[src/rtl/core_pkg.sv]
// Shared core definitions: base opcodes that carry an immediate, and immediate format codes.
// Latency: none, declarations only.
// Backpressure: none, declarations only.
package core_pkg;

   // Base opcodes (instr[6:0]) whose encodings carry an immediate
   localparam logic [6:0] OPC_LOAD     = 7'b0000011;
   localparam logic [6:0] OPC_OP_IMM   = 7'b0010011;
   localparam logic [6:0] OPC_OP_IMM32 = 7'b0011011;
   localparam logic [6:0] OPC_JALR     = 7'b1100111;
   localparam logic [6:0] OPC_STORE    = 7'b0100011;
   localparam logic [6:0] OPC_BRANCH   = 7'b1100011;
   localparam logic [6:0] OPC_LUI      = 7'b0110111;
   localparam logic [6:0] OPC_AUIPC    = 7'b0010111;
   localparam logic [6:0] OPC_JAL      = 7'b1101111;

   // Immediate format code as presented on immType
   typedef enum logic [2:0] {
      IMM_NONE = 3'd0,
      IMM_I    = 3'd1,
      IMM_S    = 3'd2,
      IMM_B    = 3'd3,
      IMM_U    = 3'd4,
      IMM_J    = 3'd5
   } imm_type_e;

endpackage

[src/rtl/imm_decode.sv]
// Combinational RV64I immediate decode: opcode -> format, then field assembly and sign extension.
// Latency: 0 cycles (pure combinational).
// Backpressure: none; output follows instr continuously.
//   instr    in   32  instruction word
//   imm_type out  3   format code (imm_type_e encoding)
//   imm      out  64  sign-extended immediate, zero when the opcode carries none
module imm_decode
   import core_pkg::*;
(
   input  logic [31:0] instr,
   output logic [2:0]  imm_type,
   output logic [63:0] imm
);

   logic sgn;
   assign sgn = instr[31];

   // Only the opcode selects the format; funct3/rd/rs1/rs2 never matter here.
   // Shift immediates fall out as ordinary I immediates; the ALU picks shamt.
   always_comb begin
      imm_type = IMM_NONE;
      imm      = 64'h0;
      case (instr[6:0])
         OPC_LOAD, OPC_OP_IMM, OPC_OP_IMM32, OPC_JALR: begin
            imm_type = IMM_I;
            imm      = {{52{sgn}}, instr[31:20]};
         end
         OPC_STORE: begin
            imm_type = IMM_S;
            imm      = {{52{sgn}}, instr[31:25], instr[11:7]};
         end
         OPC_BRANCH: begin
            imm_type = IMM_B;
            imm      = {{51{sgn}}, instr[31], instr[7], instr[30:25], instr[11:8], 1'b0};
         end
         OPC_LUI, OPC_AUIPC: begin
            // Upper 32 bits replicate bit 31 so RV64 sees a sign-extended 32-bit value
            imm_type = IMM_U;
            imm      = {{32{sgn}}, instr[31:12], 12'h000};
         end
         OPC_JAL: begin
            imm_type = IMM_J;
            imm      = {{43{sgn}}, instr[31], instr[19:12], instr[20], instr[30:21], 1'b0};
         end
         default: begin
            imm_type = IMM_NONE;
            imm      = 64'h0;
         end
      endcase
   end

endmodule

[src/rtl/immediate_generator.sv]
// RV64I immediate generator: decodes the instruction format and registers the sign-extended immediate.
// Latency: 1 cycle; instructor sampled at edge N is visible on the outputs after edge N.
// Backpressure: none; a new instruction is accepted every cycle with no handshake.
//   clk        in   1   rising-edge clock
//   rst        in   1   asynchronous active-high reset, clears both outputs
//   instructor in   32  instruction word
//   outputData out  64  registered sign-extended immediate
//   immType    out  3   registered format code: 0 NONE, 1 I, 2 S, 3 B, 4 U, 5 J
module immediate_generator
   import core_pkg::*;
#(
   parameter int XLEN = 64
) (
   input  logic            clk,
   input  logic            rst,
   input  logic [31:0]     instructor,
   output logic [XLEN-1:0] outputData,
   output logic [2:0]      immType
);

   logic [2:0]      dec_type;
   logic [XLEN-1:0] dec_imm;

   imm_decode u_imm_decode (
      .instr    (instructor),
      .imm_type (dec_type),
      .imm      (dec_imm)
   );

   always_ff @(posedge clk or posedge rst) begin
      if (rst) begin
         outputData <= '0;
         immType    <= IMM_NONE;
      end else begin
         outputData <= dec_imm;
         immType    <= dec_type;
      end
   end

endmodule

[config.mk]
export PLATFORM = sky130hd
export DESIGN_NAME = immediate_generator
export DESIGN_NICKNAME = d
export VERILOG_FILES = /design/src/rtl/core_pkg.sv /design/src/rtl/imm_decode.sv /design/src/rtl/immediate_generator.sv
export SDC_FILE = /design/constraint.sdc
export NUM_CORES = 1
export LEC_CHECK = 0
export CAP_MARGIN = 40
export CORE_MARGIN = 2
export CORE_UTILIZATION = 37
export DETAILED_ROUTE_END_ITERATION = 6
export HOLD_SLACK_MARGIN = 0.12
export MAX_ROUTING_LAYER = met4
export PLACE_DENSITY = 0.81
export RECOVER_POWER = 100
export SLEW_MARGIN = 20
export SYNTH_ARGS = -nofsm -noshare
export SYNTH_HDL_FRONTEND = slang
export SYNTH_SLANG_ARGS = --single-unit
[constraint.sdc]
create_clock -name clk -period 1.8 [get_ports clk]
set_clock_uncertainty 0.2 [all_clocks]
set_input_delay 0.18 -clock clk [delete_from_list [all_inputs] [get_ports clk]]
set_output_delay 0.18 -clock clk [all_outputs]
set_load 0.05 [all_outputs]
==> metrics <==
synth cell count leaders dfrtp_1, buf_4, a21o_1; crit path to outputData[1]$_DFF_PP0_; DR pass1 iterations 4; hold_ws 0.274 ns; Worst setup SP type input port; area share of fa/ha/maj cells after synthesis 0%; most frequent cell after synthesis dfrtp_1; DPL Wire Length 3380 µm; GP Congestion 0.901; via count 1377; status finished clean; RSZ-0062 raised after global routing no; worst vdd ir 0.372 mV; mux cell area share after synthesis 0%; Synth Area per Inst 11.7 µm²; final std cells w/o fill 282; Top FF cell, synth dfrtp_1; Hold Vio Cnt, Final 0; share of the synthesized area in the top cell type 53.4%; Remaining DRCs 0; largest family of logic cells by synthesized area buffers and inverters; H-tree levels 2; DRT antenna net count 0; Initial Util 37.9%; sequential cell area 876 µm²; sequential share of the synthesized area 53.4%; Clock Tree Root clkbuf_8; area occupied by multi-input gates 483 µm²; slew margin rel. 56.6%; Post-synth EDFFs 0; die width 70.6 µm; Crit path arrival time 1.72 ns; Post-Syn Nets 174; Simple-Gate Fraction of Synth Area 13.6%; Core Box Area 0.00432 mm²; Compound-Gate Fraction of Synth Area 16.1%; Max Fanout on Critical Path 5; Num Clock Sinks 35; initial DRC count 24; Longest Clk Path Bufs 2; Hold Path Class input port to flip-flop; area of the die 0.00498 mm²; Syn Std Cell Area 0.00164 mm²; Least-Margin Pin Slew 0.654 ns; largest net degree at the start of global routing 36; TritonCTS clock tree built; max cap viols 0; Synth Register Bits 35; DRT Wirelength 4390 µm; Final nets 263; Post-Synth XOR/XNOR Area 0%; Tmin final 1.70 ns; fin. max-slew vios 0; FILL cells 365; post-layout util 63.5%; ant diodes 0; synth unique cells 35; routed len/inst 15.6 µm; first-pass GRT wire length 6910 µm; layout cell share with drive strength beyond 1 27.8%; period utilization 94.4%; GRT Overall Usage 18.4%; WS Path Type input port to flip-flop; vias in the first global route 1370; Setup Viol. Count Final 0; Clk pin slew, worst setup/hold paths 0.07 ns; Cell Pwr Density 740 mW/mm²; maximum clock frequency 588 MHz; asr flop ratio synth 100%; nature of the critical path endpoint flip-flop; initial antenna violation count 0; Leak 1.40 nW; die outline height 70.6 µm; FP Rows 24; Ports 101; global route total overflow 0; top cells by area, synth dfrtp_1, buf_4, a21o_1; CP required 1.82 ns; worst setup path start instructor[1]; Syn Inst Count 140; Via density 4.88; Area growth, synth to finish 67.4%; DP Cell Count 273; total CTS buffers 5; cell taking the most area after synthesis dfrtp_1; PortBufs 100; Yosys warnings 0
==> how the worst min path moves through the flow <==
stage | startpoint | slack, ns | end | cells past startpoint
3_3_place_gp | rst | 0.40 | outputData[2]$_DFF_PP0_ | 3
5_1_grt | instructor[18] | 0.28 | outputData[18]$_DFF_PP0_ | 2
2_1_floorplan | instructor[20] | 0.1 | outputData[20]$_DFF_PP0_ | 1
4_1_cts | instructor[17] | 0.27 | outputData[17]$_DFF_PP0_ | 2
6_report | instructor[17] | 0.27 | outputData[17]$_DFF_PP0_ | 2
3_5_place_dp | rst | 0.41 | outputData[4]$_DFF_PP0_ | 3
==> layout by cell type (no fill, tap or decap), types with 2 or more instances in the layout <==
cell | synthesis | final
a21o_1 | 19 | 19
a22o_1 | 4 | 4
buf_12 | 0 | 24
buf_4 | 32 | 13
buf_6 | 1 | 9
bufinv_16 | 0 | 2
clkbuf_1 | 1 | 37
clkbuf_8 | 0 | 6
clkdlybuf4s50_1 | 0 | 32
dfrtp_1 | 35 | 35
dlygate4sd3_1 | 0 | 2
inv_1 | 3 | 3
nand3_1 | 3 | 3
nor2_1 | 4 | 4
nor2b_1 | 8 | 8
nor3_1 | 2 | 3
o21a_2 | 1 | 2
o21ai_0 | 3 | 4
==> worst max-delay path, stage by stage <==
cell and delay [ns]:
clkdlybuf4s50_1 0.60, nand3b_4 0.11, or4_4 0.51, o21ai_2 0.13, a22o_1 0.18
==> what timing repair did <==
action	CTS	global route
setup buffers	0	0
gates resized for setup	0	1
hold buffers	1	0
endpoints found under the setup margin	0	9
hold endpoints to repair	35	0
==> cells by family after synthesis <==
logic type      Yosys count
compound gates           35
buf+inv                  39
flops                    35
simple gates             31
==> registers in the layout (all words and copies together), names as in the netlist <==
| name | flops |
|---|---|
| outputData | 32 |
| immType | 3 |
==> through the flow <==
| step | worst slack [ns] | TNS [ns] | area, µm² | power (mW) |
|---|---|---|---|---|
| floorplan | 0.00365 | 0 | 1640 | 1.03 |
| global placement | -0.141 | -3.65 | 2830 | 1.23 |
| detailed placement | -0.190 | -4.83 | 2830 | 1.24 |
| CTS | 0.0888 | 0 | 2970 | 2.06 |
| global route | 0.0163 | 0 | 2740 | 2.09 |
| finish | 0.101 | 0 | 2740 | 2.03 |
==> final cells by class <==
class                           instances  share of cell area, %
Sequential cell                        35                   31.9
Tap cell                               52                   2.37
Timing Repair Buffer                  118                   42.9
Inverter                                3                  0.410
Clock buffer                            6                   2.64
Multi-Input combinational cell         66                   17.6
Clock inverter                          2                   2.19
==> where the power goes <==
part / switching (mW) / internal (mW)
clock: 0.281 / 0.554
combinational: 0.221 / 0.167
sequential: 0.00456 / 0.803
total: 0.506 / 1.52
==> routing by layer <==
metal | global-route usage [%] | part of all wire (%) | vias to the layer above
li1 | - | - | 629
met1 | 19.5 | 36 | 666
met2 | 32.5 | 53 | 68
met3 | 3.85 | 6.7 | 14
met4 | 9.22 | 4.1 | 0
met5 | - | 0 | -
Note: power is estimated with default switching activity, not from simulation.
